[src/rtl/spike_pkg.sv]
// Shared types and defaults for the spike winner selector.
// The SPIKE_COUNT_EN build adds a popcount of each accepted vector.
package spike_pkg;

  localparam int NUM_NEURONS_DEFAULT = 100;
  localparam int IDX_W_DEFAULT       = 7;

  typedef enum logic [1:0] {
    IDLE,
    SCAN,
    DONE
  } sel_state_t;

endpackage

[src/rtl/spike_popcount.sv]
// Combinational population count of a spike vector.
// Used only when SPIKE_COUNT_EN is defined.
module spike_popcount #(
  parameter int NUM_NEURONS = 100,
  parameter int CNT_W       = 7
) (
  input  logic [NUM_NEURONS-1:0] vec,
  output logic [CNT_W-1:0]       count
);

  always_comb begin
    count = '0;
    for (int i = 0; i < NUM_NEURONS; i++) begin
      count = count + CNT_W'(vec[i]);
    end
  end

endmodule

[src/rtl/spike_winner_selector.sv]
// Picks one active neuron by a wrapped scan from a random start index.
// Define SPIKE_COUNT_EN to add the spike_count output (popcount of vector).
module spike_winner_selector
  import spike_pkg::*;
#(
  parameter int NUM_NEURONS = NUM_NEURONS_DEFAULT,
  parameter int IDX_W       = IDX_W_DEFAULT
) (
  input  logic                   clk,
  input  logic                   reset,
  input  logic                   start,
  input  logic [NUM_NEURONS-1:0] spike_vec,
  input  logic [IDX_W-1:0]       rand_idx,
  output logic                   busy,
  output logic                   done,
  output logic                   winner_valid,
  output logic [IDX_W-1:0]       winner_idx,
  output logic                   no_spike,
  output logic                   lfsr_advance
`ifdef SPIKE_COUNT_EN
  ,
  output logic [IDX_W-1:0]       spike_count
`endif
);

  localparam logic [IDX_W-1:0] LAST = IDX_W'(NUM_NEURONS - 1);

  sel_state_t             state_q, state_d;
  logic [NUM_NEURONS-1:0] vec_q, vec_d;
  logic [IDX_W-1:0]       ptr_q, ptr_d;
  logic                   busy_q, busy_d;
  logic                   done_q, done_d;
  logic                   valid_q, valid_d;
  logic [IDX_W-1:0]       idx_q, idx_d;
  logic                   nosp_q, nosp_d;
  logic                   adv_q, adv_d;
  logic [IDX_W-1:0]       cnt_q, cnt_d;
  logic [IDX_W-1:0]       pop;

`ifdef SPIKE_COUNT_EN
  spike_popcount #(
    .NUM_NEURONS (NUM_NEURONS),
    .CNT_W       (IDX_W)
  ) u_pop (
    .vec   (spike_vec),
    .count (pop)
  );
  assign spike_count = cnt_q;
`else
  assign pop = '0;
`endif

  always_comb begin
    state_d = state_q;
    vec_d   = vec_q;
    ptr_d   = ptr_q;
    busy_d  = busy_q;
    done_d  = 1'b0;
    adv_d   = 1'b0;
    valid_d = valid_q;
    idx_d   = idx_q;
    nosp_d  = nosp_q;
    cnt_d   = cnt_q;
    unique case (state_q)
      IDLE: begin
        if (start) begin
          vec_d   = spike_vec;
          valid_d = 1'b0;
          nosp_d  = 1'b0;
          cnt_d   = pop;
          ptr_d   = (rand_idx <= LAST) ? rand_idx : '0;
          busy_d  = 1'b1;
          state_d = SCAN;
        end
      end
      SCAN: begin
        // An empty vector spends one scan cycle, matching the d=0 latency
        if (vec_q == '0) begin
          nosp_d  = 1'b1;
          busy_d  = 1'b0;
          done_d  = 1'b1;
          adv_d   = 1'b1;
          state_d = DONE;
        end else if (vec_q[ptr_q]) begin
          idx_d   = ptr_q;
          valid_d = 1'b1;
          busy_d  = 1'b0;
          done_d  = 1'b1;
          adv_d   = 1'b1;
          state_d = DONE;
        end else begin
          ptr_d = (ptr_q == LAST) ? '0 : ptr_q + 1'b1;
        end
      end
      DONE: state_d = IDLE;
      default: state_d = IDLE;
    endcase
  end

  always_ff @(posedge clk or posedge reset) begin
    if (reset) begin
      state_q <= IDLE;
      vec_q   <= '0;
      ptr_q   <= '0;
      busy_q  <= 1'b0;
      done_q  <= 1'b0;
      valid_q <= 1'b0;
      idx_q   <= '0;
      nosp_q  <= 1'b0;
      adv_q   <= 1'b0;
      cnt_q   <= '0;
    end else begin
      state_q <= state_d;
      vec_q   <= vec_d;
      ptr_q   <= ptr_d;
      busy_q  <= busy_d;
      done_q  <= done_d;
      valid_q <= valid_d;
      idx_q   <= idx_d;
      nosp_q  <= nosp_d;
      adv_q   <= adv_d;
      cnt_q   <= cnt_d;
    end
  end

  assign busy         = busy_q;
  assign done         = done_q;
  assign winner_valid = valid_q;
  assign winner_idx   = idx_q;
  assign no_spike     = nosp_q;
  assign lfsr_advance = adv_q;

endmodule

[config.mk]
export PLATFORM = sky130hd
export DESIGN_NAME = spike_winner_selector
export DESIGN_NICKNAME = d
export VERILOG_FILES = /design/src/rtl/spike_pkg.sv /design/src/rtl/spike_popcount.sv /design/src/rtl/spike_winner_selector.sv
export SDC_FILE = /design/constraint.sdc
export NUM_CORES = 1
export LEC_CHECK = 0
export CORE_MARGIN = 3
export CORE_UTILIZATION = 29
export CTS_CLUSTER_SIZE = 10
export DETAILED_ROUTE_END_ITERATION = 10
export GPL_ROUTABILITY_DRIVEN = 0
export PLACE_DENSITY = 0.62
export SKIP_CTS_REPAIR_TIMING = 1
export SLEW_MARGIN = 20
export SYNTH_ARGS = -nofsm -noshare
export SYNTH_HDL_FRONTEND = slang
export SYNTH_SLANG_ARGS = --single-unit
[constraint.sdc]
create_clock -name clk -period 3.71 [get_ports clk]
set_input_delay 0.5565 -clock clk [delete_from_list [all_inputs] [get_ports clk]]
set_output_delay 0.5565 -clock clk [all_outputs]
set_load 0.02 [all_outputs]
# Word level (Yosys, flattened, before mapping)
# Index checks and enable logic that the tools add are counted.
dict set report op_classes {
  n_addsub 1
  multipliers 0
  div 0
  n_lt_le_gt_ge 2
  eq_ne 8
  shifts 0
  n_mux 25
  bitwise_logic 1
  reduce_logical 10
}
# op n
set op_table {}
lappend op_table {{100-bit zero test} 1}
lappend op_table {{7-bit two-way mux} 5}
lappend op_table {{7-bit one-hot mux with 2 select lines} 1}
lappend op_table {{1-bit two-way mux} 11}
lappend op_table {{2-bit inequality test, second input constant} 5}
lappend op_table {{3-bit AND reduction} 3}
lappend op_table {{7-bit by 8-bit < comparator with 1-bit output, second input constant} 1}
lappend op_table {{4-bit AND reduction} 2}
lappend op_table {{7-bit by 1-bit adder with 7-bit output, second input constant} 1}
lappend op_table {{1-bit binary-select mux with 7-bit select} 1}
lappend op_table {{7-bit equality test, second input constant} 1}
lappend op_table {{7-bit <= comparator, second input constant} 1}
lappend op_table {{2-bit two-way mux} 3}
lappend op_table {{1-bit one-hot mux with 2 select lines} 3}
lappend op_table {{2-bit one-hot mux with 2 select lines} 1}
lappend op_table {{2-bit AND reduction} 2}
lappend op_table {{3-bit inequality test, second input constant} 1}
lappend op_table {{2-bit by 1-bit equality test with 1-bit output, second input constant} 1}
lappend op_table {{2-bit zero test} 1}
lappend op_table {{2-bit nonzero test} 1}
lappend op_table {{1-bit inverter} 1}
dict set report word_totals {
  ff_bits 120
  latch_bits 0
  ram_bits 0
  romBits 0
  input_bits 110
  output_inout_bits 12
  wordCells 55
  memories 0
}

# Longest topological paths before layout
# Gate-level depths: netlist (run 1).
dict set report depth {
  ltp_word 5
  mapped_depth 11
  mapped_depth_nobuf 7
}

# Worst setup path after synthesis (run 1)
# OpenSTA, ideal clock, no wires.
dict set report synth_path {
  kind {reg2reg}
  from {reg ptr_q[1]}
  to {reg idx_q[1], in the netlist winner_idx[1]}
  setup_ps 125
  t_arrival_ps 2372
  required_ps 3585
  slack_ps 1213
  stages_incl_launch_ff 12
  n_path_buf 4
  synth_period_minus_slack_ps 2497
  cell_sequence {dfrtp_1 buf_6 buf_4 buf_2 mux2i_1 nand3_1 a41o_1 nor3_1 a22o_4 nand2b_4 buf_6 mux2_4}
}
dict set report synth_via {
  elab_chain_cells 3
}
# element line_no
set synth_rtl {}
lappend synth_rtl {{start: declaration} spike_winner_selector.sv:30} ;# logic [IDX_W-1:0] ptr_q, ptr_d;
lappend synth_rtl {{start signal: assignment} spike_winner_selector.sv:115} ;# ptr_q <= ptr_d;
lappend synth_rtl {{1-bit binary-select mux with 7-bit select} spike_winner_selector.sv:84} ;# end else if (vec_q[ptr_q]) begin
lappend synth_rtl {{1-bit two-way mux (not written as such)} spike_winner_selector.sv:84}
lappend synth_rtl {{3-bit AND reduction (no source line)} --}
lappend synth_rtl {{end signal: assignment} spike_winner_selector.sv:119} ;# idx_q <= idx_d;
lappend synth_rtl {{end: declaration} spike_winner_selector.sv:34} ;# logic [IDX_W-1:0] idx_q, idx_d;
# Several ways; a longest one is shown, not always the timed one. The select of a mux whose other input is x is not followed.
# A chain may end at the register's enable or synchronous reset.

# Final worst setup path (run 1)
dict set report layout_path {
  from {reg ptr_q[1]}
  to {reg idx_q[5], in the netlist winner_idx[5]}
}
dict set report layout_via {
  elab_chain_cells 3
}
# element line_no
set layout_rtl {}
lappend layout_rtl {{1-bit binary-select mux with 7-bit select} spike_winner_selector.sv:84}
lappend layout_rtl {{1-bit two-way mux (not written as such)} spike_winner_selector.sv:84}
lappend layout_rtl {{3-bit AND reduction (no source line)} --}
# Every way passes these cells. The select of a mux whose other input is x is not followed.

==> results.toml, run 1 <==
[timing]
timing.final.max_slew_violations = 0
tightestPinTransition_ps = 824
post-route-period-util = 0.815
clock_skew_ps = 9.38
fmax_mhz = 331
hold_violations = 0
fin_tns_setup_ps = 0
rsz0062_at_grt = "false"
fin_crit_ps = 3020
finalSetupViolCount = 0
slew_headroom = 0.448

[power]
clkPwrFrac = 0.226
p_seq_frac = 0.393
power_w = 0.00695
internal-power_w = 0.00449
ir_drop_uv = 355
sw_frac_of_total = 0.354
netSwitchingPower_w = 0.00246
combPwrFrac = 0.381
p_leak_nw = 3.11
p_per_area_mw_per_mm2 = 880

[yosys]
synthFlopType = "dfrtp_1"
ys_warn_count = 0
ys_ff_latch = 120
synth_area_mm2 = 0.00581
synth_area_per_cell_um2 = 13.7
synth.net_count = 536
synthArstFlopShare = 1.00
postSynthCellCount = 425
seq_area_frac_synth = 0.517
synthDistinctLibCells = 51
synth-edff-count = 0

[clock_network]
clk_pin_slew_ps = 60
cts_made_buffers = 17
htreeDepth = 4
clockBufferDepth = 2
insertion_delay_ps = 410
cts_num_sinks = 120
cts_tree = "done"
cts-root-buf = "clkbuf_16"

[critical_path]
path_cells = "buf_4 > mux4_1 > or2_2 > o311ai_0 > a221o_1 > a22o_4 > nand2b_4 > mux2_2"
critPathMaxStageDelay_ps = 680
critPathRequiredTime_ps = 4010
crit_fanout = 13
slowest_stage = "dfrtp_1"
crit_arrival_ps = 3320
worstReg2RegEnd = "winner_idx[5]$_DFFE_PP0P_"
cp-end-kind = "flip-flop"
r2r_slack_ps = 690
critPathCapture = "winner_idx[5]$_DFFE_PP0P_"
critical_path.startpoint = "ptr_q[1]$_DFFE_PP0P_"
r2r_cells = 8
path_delay_family = "multiplexers"
path_buf_inv = 1
cp.depth = 8
path_class = "reg -> reg"
r2r-start = "ptr_q[1]$_DFFE_PP0P_"
cp-start-kind = "flip-flop"

[grt]
first_global_vias = 4567
track_usage = 0.153
grt_overflow = 0
grt_max_degree = 100
antenna_found_initial = 0
grt_pass1_wl_um = 25700

[die]
die_area_mm2 = 0.0218
start_util = 0.297
die_w_um = 148
core_mm2 = 0.0196
ioPinCount = 122
row_count = 51
die_h_um = 148

[drt]
drcViolationCount = 0
vias = 4221
route.antenna.remaining_nets = 0
avgViaCountPerCell = 5.11
first_iter_violations = 227
wl_um = 16300
drt-wirelength-per-cell_um = 19.7
drt_pass1_iterations = 5

[run_status]
status = "completed"

[finish]
syn2layout_area_growth_pct = 35.8
antenna_cells = 0
fillerInstances = 1874
final_util = 0.403
fin_nets = 659
drive_gt1_frac = 0.308

[flow_run]
cap_violations = 0

[place]
io_buffers = 121
hpwl_um = 12500

[min_path]
hp-class = "reg -> reg"
## logic make-up after synthesis
family	Yosys count	synth area share
mux	140	0.310
flops	120	0.517
simple gates	78	0.0762
compound gates	50	0.0652
buf+inv	36	0.0299
fa+ha+maj	1	0.00215
## per-stage QoR
stage	cells	setup WS [ps]	hold WS, ps	area (um^2)
CTS	826	696	520	7890
finish	826	686	517	7890
global placement	794	782	505	7320
detailed placement	794	701	507	7320
global route	826	553	537	7890
floorplan	425	1210	495	5820
## layer usage
metal	routed length (um)	vias up	share of wire	track usage
li1	-	1889	-	-
met1	6840	2145	0.42	0.196
met2	8270	159	0.51	0.259
met3	881	28	0.054	0.0371
met4	297	0	0.018	0.0485
met5	0	-	0	0
## registers in the layout (all words and copies together), names as in the netlist
name,count
busy,1
lfsr_advance,1
no_spike,1
ptr_q,7
state_q,2
vec_q,100
winner_idx,7
winner_valid,1
## layout by cell type, fill, tap and decap left out, drive strengths merged, types with 8 or more instances in the layout
cell,count
o21ai,8
mux2,109
mux4,19
dfrtp,120
nor2,10
clkbuf,19
clkdlybuf4s50,121
a21oi,9
inv,12
buf,9
nor4,25
mux2i,12
## final cells by class
cell class / instances / area [um^2] / area share
sequential: 120 / 3000 / 0.380
timing repair buffer: 130 / 1300 / 0.165
inverter: 10 / 41.3 / 0.00523
clock buffer: 19 / 453 / 0.0574
clock inverter: 13 / 120 / 0.0152
multi-input combinational: 269 / 2640 / 0.335
tap: 265 / 332 / 0.0420
## power by group through the flow
| stage | combinational (W) | clock (W) | sequential [W] |
|---|---|---|---|
| CTS | 0.00266 | 0.00160 | 0.00272 |
| global placement | 0.00256 | 0 | 0.00273 |
| finish | 0.00265 | 0.00157 | 0.00273 |
| detailed placement | 0.00264 | 0 | 0.00274 |
| global route | 0.00287 | 0.00168 | 0.00281 |
| floorplan | 0.00211 | 0 | 0.00238 |
## worst min-delay path by stage
stage / start / depth (start not counted) / endpoint
after floorplan: vec_q[52]$_DFFE_PP0P_ / 1 / vec_q[52]$_DFFE_PP0P_
after global placement: busy$_DFFE_PP0P_ / 1 / busy$_DFFE_PP0P_
after detailed placement: winner_idx[4]$_DFFE_PP0P_ / 1 / winner_idx[4]$_DFFE_PP0P_
after CTS: winner_idx[4]$_DFFE_PP0P_ / 1 / winner_idx[4]$_DFFE_PP0P_
after global routing: winner_idx[4]$_DFFE_PP0P_ / 1 / winner_idx[4]$_DFFE_PP0P_
final: winner_idx[4]$_DFFE_PP0P_ / 1 / winner_idx[4]$_DFFE_PP0P_
## synth_stat cells, drive strengths merged (2+ instances only)
master,count,area [um^2]
nor4,25,156
or2,3,18.8
a31oi,5,31.3
o21ai,8,40.0
nor3,6,30.0
o22ai,2,12.5
a22o,3,35.0
buf,11,80.1
nand3,6,30.0
mux4,19,443
nand2,7,26.3
a2111oi,2,17.5
mux2,109,1240
inv,10,37.5
a21oi,9,56.3
a32oi,2,17.5
nand4,7,43.8
a211o,5,43.8
mux2i,12,120
nand2b,3,26.3
dfrtp,120,3000
nor2,10,37.5
and3,3,18.8
nor2b,3,18.8
clkbuf,15,56.3
o311ai,2,17.5
a221o,2,20.0
(Power assumes the default switching activity.)
==> run 2, diff against run 1 <==
==> constraint.sdc (replaced) <==
create_clock -name clk -period 2.52 [get_ports clk]
set_input_delay 0.378 -clock clk [delete_from_list [all_inputs] [get_ports clk]]
set_output_delay 0.378 -clock clk [all_outputs]
set_load 0.02 [all_outputs]
==> results.toml, run 2 (synthesized netlist as in run 1, its figures left out) <==
[clock_network]
clk_pin_slew_ps = 60
htreeDepth = 4
cts_made_buffers = 17
cts-root-buf = "clkbuf_16"
insertion_delay_ps = 430
clockBufferDepth = 2
cts_tree = "done"
cts_num_sinks = 120

[power]
combPwrFrac = 0.430
p_leak_nw = 3.37
power_w = 0.0113
p_seq_frac = 0.347
ir_drop_uv = 796
netSwitchingPower_w = 0.00385
clkPwrFrac = 0.223
sw_frac_of_total = 0.341
p_per_area_mw_per_mm2 = 1350
internal-power_w = 0.00745

[finish]
largest_reg_flops = 100
final_util = 0.428
final_cell_mix = "clkdlybuf4s50_1, dfrtp_1, mux2_2"
layout_commonest_cell = "clkdlybuf4s50_1"
seq_area_mm2 = 0.00301
fillerInstances = 1777
drive_gt1_frac = 0.374
top_register = "vec_q"
fin_nets = 700
antenna_cells = 0
multi_input_area_mm2 = 0.00270
syn2layout_area_growth_pct = 44.1

[timing]
fin_crit_ps = 2610
fmax_mhz = 383
slew_headroom = 0.571
post-route-period-util = 1.04
fin_tns_setup_ps = -448
setup_ws_ps = -88.5
rsz0062_at_grt = "true"
clock_skew_ps = 8.82
finalSetupViolCount = 10
timing.final.max_slew_violations = 0
tightestPinTransition_ps = 643
hold_violations = 0

[die]
die_area_mm2 = 0.0218
ioPinCount = 122
core_mm2 = 0.0196
die_h_um = 148
start_util = 0.297
die_w_um = 148
row_count = 51

[run_status]
status = "complete, but fails checks"
violations = "negative setup slack"

[drt]
wl_um = 17000
drcViolationCount = 0
vias = 4415
first_iter_violations = 393
drt_pass1_iterations = 7
routedLengthMet1_um = 6850
wl_met2_um = 8510
drt-wirelength-per-cell_um = 19.6
dr_wl_met3_um = 1160
top_layer = "met4"
route.antenna.remaining_nets = 0
avgViaCountPerCell = 5.10

[min_path]
hp-class = "in -> async"

[place]
dp_slack_ps = -167
hpwl_um = 12800
io_buffers = 121

[grt]
track_usage = 0.160
grt_max_degree = 121
antenna_found_initial = 0
first_global_vias = 4809
grt_pass1_wl_um = 26500
grt_overflow = 0

[critical_path]
cp-start-kind = "flip-flop"
path_class = "reg -> reg"
cp-end-kind = "flip-flop"
crit_fanout = 7
crit_arrival_ps = 2910
critPathRequiredTime_ps = 2820

[flow_run]
cap_violations = 0
## run 2: changes by cell type in the layout (fill, tap and decap cells not counted), moves of 3 or more
cell / before / now
buf_4: 7 / 37
buf_6: 0 / 7
buf_12: 2 / 6
bufinv_16: 1 / 4
inv_6: 3 / 0
## run 2: path summary, 6_finish.rpt
kind	startpoint	to	slack (ps)	cells past startpoint
max reg2reg	ptr_q[1]$_DFFE_PP0P_	ptr_q[2]$_DFFE_PP0P_	-90	9
min	reset	winner_idx[0]$_DFFE_PP0P_	480	3
max	ptr_q[1]$_DFFE_PP0P_	ptr_q[2]$_DFFE_PP0P_	-90	9
min in group clk	winner_idx[5]$_DFFE_PP0P_	winner_idx[5]$_DFFE_PP0P_	520	1
max in group asynchronous	reset	vec_q[10]$_DFFE_PP0P_	1540	3
min reg2reg	winner_idx[5]$_DFFE_PP0P_	winner_idx[5]$_DFFE_PP0P_	520	1
## run 2: stage by stage
step                      hold slack, ps  area (um^2)  std cells
after floorplan                      495         5820        425
after global placement               502         7600        824
after detailed placement             507         7600        824
after CTS                            520         8210        855
after global routing                 533         8380        866
final                                480         8380        866
## run 2: final cells by class
| class | count | area share |
|---|---|---|
| flip-flops and latches | 120 | 0.359 |
| well taps | 265 | 0.0396 |
| clock buffers | 19 | 0.0517 |
| inverters | 10 | 0.00493 |
| multi-input cells | 269 | 0.322 |
| clock inverters | 12 | 0.0212 |
| repair buffers | 171 | 0.201 |
## run 2: worst max-delay path, stage by stage (launching register included)
cell	delay [ps]
dfrtp_1	420
buf_6	170
mux4_2	520
mux2i_2	200
a211oi_2	110
nor3_2	270
a22o_4	220
a21oi_4	100
buf_6	140
a211o_1	310
## run 2: power groups by stage
stage | sequential, W | clock [W] | combinational [W]
after floorplan | 0.00351 | 0 | 0.00310
after detailed placement | 0.00393 | 0 | 0.00443
after global routing | 0.00406 | 0.00266 | 0.00521
after CTS | 0.00390 | 0.00258 | 0.00446
after global placement | 0.00390 | 0 | 0.00435
final | 0.00392 | 0.00253 | 0.00486
## run 2: per-layer routing
metal | vias up | GRT usage
met1 | 2212 | 0.198
met5 | - | 0
met4 | 0 | 0.0550
met2 | 193 | 0.266
met3 | 43 | 0.0484
li1 | 1967 | -
==> edit 1, RTL diff (flow settings as in run 2) <==
Register the inputs `start` and `rand_idx` before use, cleared by the reset. The logic sees them one clock later. The other inputs are not delayed to match.
--- a/src/rtl/spike_winner_selector.sv
+++ b/src/rtl/spike_winner_selector.sv
@@ -26,2 +26,15 @@
   localparam logic [IDX_W-1:0] LAST = IDX_W'(NUM_NEURONS - 1);
+
+  logic start_q;
+  logic [IDX_W-1:0] rand_idx_q;
+
+  always_ff @(posedge clk or posedge reset) begin
+    if (reset) begin
+      start_q    <= '0;
+      rand_idx_q <= '0;
+    end else begin
+      start_q    <= start;
+      rand_idx_q <= rand_idx;
+    end
+  end
 
@@ -65,3 +78,3 @@
       IDLE: begin
-        if (start) begin
+        if (start_q) begin
           vec_d   = spike_vec;
@@ -70,3 +83,3 @@
           cnt_d   = pop;
-          ptr_d   = (rand_idx <= LAST) ? rand_idx : '0;
+          ptr_d   = (rand_idx_q <= LAST) ? rand_idx_q : '0;
           busy_d  = 1'b1;
Formal check against the unedited RTL: not equivalent (Yosys sat finds a counterexample within 4 cycles, from zero or initial values and one cycle with reset high).
==> edit 1 against run 2 <==
The run still ends with negative setup slack left. Cell area is 1.8% higher. Worst setup slack better by 0.088 ns. Synthesized cell count is 53% higher. Routed wire length is 6.3% higher. Hold slack worse by 0.26 ns. Utilization is 1.3 points lower. First-iteration DRC count is 16% lower. Sequential power is 1% higher. Area after synthesis is 5.8% higher. Clock power is 8.7% higher. Sequential cell count is 8 higher. Total power is 0.92% lower. Critical path type unchanged.
==> edit 1: results <==
export IMPL_ys_seq_area_share_pct=52.1
export IMPL_slowest_delay_ns=0.40
export IMPL_yosys_top_cells_area="dfrtp_1, nand2_1, mux4_1"
export IMPL_dp_slack_ns=-0.0783
export IMPL_vias=5134
export IMPL_drt_total_wl_um=18000
export IMPL_wirelength_met1_um=8170
export IMPL_grt_pass1_wl_um=27700
export IMPL_setup_viol=1
export IMPL_placed_cell_area_um2=7740
export IMPL_crit_family="compound AO/OA/AOI/OAI gates"
export IMPL_synth_cell_types=52
export IMPL_route_met3_wl_um=1040
export IMPL_grt_usage_pct=16.1
export IMPL_grt_max_degree=63
export IMPL_regToRegSetupSlack_ns=-0.0003
export IMPL_crit_path_top_delay_cell="dfrtp_1"
export IMPL_antenna_found_initial=0
export IMPL_synth_xor_area_share_pct=0
export IMPL_p_leak_nw=3.97
export IMPL_wl_met2_um=8380
export IMPL_vdd_drop_max_uv=490
export IMPL_drtIter0Drc=331
export IMPL_fin_ws_ns=-0.000325
export IMPL_grt_pass1_vias=5097
export IMPL_synth_nets=761
export IMPL_worstMarginPinSlew_ns=0.571
export IMPL_outcome="complete, but fails checks"
export IMPL_nets=898
export IMPL_worst_r2r_endpoint="ptr_q[1]"
export IMPL_synth_commonest_cells="nand2_1, dfrtp_1, nor4_1"
export IMPL_synth_fa_ha_area_share_pct=0.204
export IMPL_final_min_period_over_clock_period_pct=100
export IMPL_finClkSkew_ns=0.0122
export IMPL_cts_htree_levels=4
export IMPL_async_reset_ff_share_pct=100
export IMPL_hp_class="in2async"
export IMPL_dr_pass1_iters=6
export IMPL_hpwl_um=13400
export IMPL_synth_compound_area_share_pct=5.96
export IMPL_synth_mux_area_share_pct=11.0
export IMPL_drive_above_1_share_pct=13.6
export IMPL_violations="negative setup slack"
export IMPL_fill_cells=2044
export IMPL_worstReg2RegStart="ptr_q[1]"
edit 1: cells by family (layout without fill, tap and decap cells):
group                      after synthesis  count (layout)
adders and majority gates                1               1
and+or+nand+nor                        390             390
DFF                                    128             128
AOI/OAI and AO/OA                       49              49
muxes                                   38              38
buffers and inverters                   44             194
edit 1: power breakdown:
group	total, mW	switching [mW]	internal [mW]	leakage (nW)
logic	4.48	2.26	2.21	2.09
clock network	2.75	0.915	1.83	0.314
registers	3.97	0.967	3.00	1.57
total	11.2	4.15	7.05	3.97
edit 1: area by class of cell:
type / count / area share [%]
clock inverter: 9 / 2.10
timing repair buffer: 153 / 17.9
tap: 270 / 3.96
inverter: 9 / 0.440
clock buffer: 23 / 5.61
multi-input combinational: 478 / 32.4
sequential: 128 / 37.6
edit 1: stage by stage:
step	hold slack, ns	std cells	setup TNS (ns)	util (%)	power (mW)
final	0.220	1070	-0.000325	41.5	11.2
after global routing	0.219	1070	-0.505	41.5	11.9
after CTS	0.211	1066	-0.162	40.8	10.9
after detailed placement	0.471	1034	-0.155	37.6	8.11
after global placement	0.468	1034	-0.0144	37.6	8.03
after floorplan	0.409	650	0	-	6.62
edit 1: how the worst max path moves through the flow:
stage / endpoint / depth (start not counted) / from / slack (ns)
2_1_floorplan: winner_idx[0] / 9 / ptr_q[1] / 0.03
3_3_place_gp: ptr_q[1] / 8 / ptr_q[1] / -0.009
3_5_place_dp: ptr_q[1] / 8 / ptr_q[1] / -0.08
4_1_cts: ptr_q[1] / 8 / ptr_q[1] / -0.08
5_1_grt: ptr_q[1] / 9 / ptr_q[1] / -0.07
6_report: ptr_q[1] / 9 / ptr_q[1] / -0.0003
edit 1: worst register-to-register path: stages, from the launching register on:
cell      delay, ns
dfrtp_1        0.40
buf_6          0.15
buf_4          0.16
mux2i_1        0.12
a31oi_1        0.17
o211ai_1       0.11
a311o_1        0.40
a22o_4         0.28
a21oi_4        0.25
mux2_2         0.38
edit 1: metal layers:
| metal | track usage [%] | up-vias |
|---|---|---|
| li1 | - | 2480 |
| met1 | 22.2 | 2456 |
| met2 | 24.4 | 170 |
| met3 | 4.10 | 28 |
| met4 | 5.88 | 0 |
| met5 | 0 | - |
==> edit 2, RTL diff (config.mk and constraints of run 2) <==
Without the edit above. Build with the macro `SPIKE_COUNT_EN` defined.
--- a/src/rtl/spike_winner_selector.sv
+++ b/src/rtl/spike_winner_selector.sv
@@ -2,2 +2,4 @@
 // Define SPIKE_COUNT_EN to add the spike_count output (popcount of vector).
+`define SPIKE_COUNT_EN
+
 module spike_winner_selector
Behaviour (old outputs only; new: spike_count): unchanged (Yosys induction, for registers that start in step).
==> edit 2 against run 2 <==
The flow still finishes with violations (negative setup slack). Synthesized cell count increased by 110%. Hold slack worse by 0.31 ns. Routed wire length grew 62%. Sequential cell count rose by 7. Cell area up 44%. Area after synthesis is 50% higher. Cell count grew 74%. Highest routed layer is now met5. Worst setup slack worse by 3.8 ns. Critical path depth rose by 13. Largest cell class is now multi-input gates. Clock skew increased by 0.0011 ns.
Power is not shown: default switching activity piles up to over one toggle a cycle in this logic, so the estimate is an artifact.
==> edit 2: results <==
export IMPL_use_met3_pct=4.42
export IMPL_grt_util_met2_pct=28.8
export IMPL_final_clk_cell_share_pct=5.24
export IMPL_worstPathArrival_ns=6.75
export IMPL_ys_seq_area_share_pct=36.5
export IMPL_fin_ws_ns=-3.93
export IMPL_outcome="complete, but fails checks"
export IMPL_clkbuf_count=18
export IMPL_finalSetupTns_ns=-24.83
export IMPL_yosys_top_cells_area="dfrtp_1, fa_1, nand2_1"
export IMPL_grt_use_met1_pct=23.0
export IMPL_setup_viol=11
export IMPL_placed_cell_area_um2=11200
export IMPL_wirelength_met1_um=11500
export IMPL_synth_commonest_cells="nand2_1, inv_1, dfrtp_1"
export IMPL_synth_mux_area_share_pct=8.17
export IMPL_fill_cells=2834
export IMPL_grt_max_degree=73
export IMPL_synth_nets=1115
export IMPL_dr_pass1_iters=6
export IMPL_crit_path_top_delay_cell="fa_2"
export IMPL_vias=7182
export IMPL_die_area_um2=32200
export IMPL_violations="negative setup slack"
export IMPL_buf_share_pct=19.2
export IMPL_place_port_buffers=128
export IMPL_critical_path_max_fanout=2
==> edit 2: cell types whose count changed in the layout (fill, tap and decap cells not counted), sizes merged, moves of 52 or more <==
cell   before  now
nand2       7  250
mux2      109   15
fa          0   88
buf        50  110
inv         9  144
o21ai       8   60
==> edit 2: path summary, 6_finish.rpt <==
check	startpoint	end	slack, ns	cells after the start
max in group asynchronous	reset	ptr_q[1]	1.39	3
min in group asynchronous	reset	vec_q[4]	0.49	2
worst max register to register	ptr_q[1]	winner_idx[3]	-0.06	9
worst max-delay path	spike_vec[0]	spike_count[6]	-3.93	22
worst min register to register	spike_count[1]	spike_count[1]	0.48	2
worst min-delay path	spike_vec[0]	vec_q[0]	0.17	3
==> edit 2: worst max-delay path: cells and delay by family <==
kind	cells	cell delay, ns
fa+ha+maj	12	5.38
compound gates	4	0.45
buf+inv	3	0.18
xor+xnor	1	0.17
simple gates	2	0.17
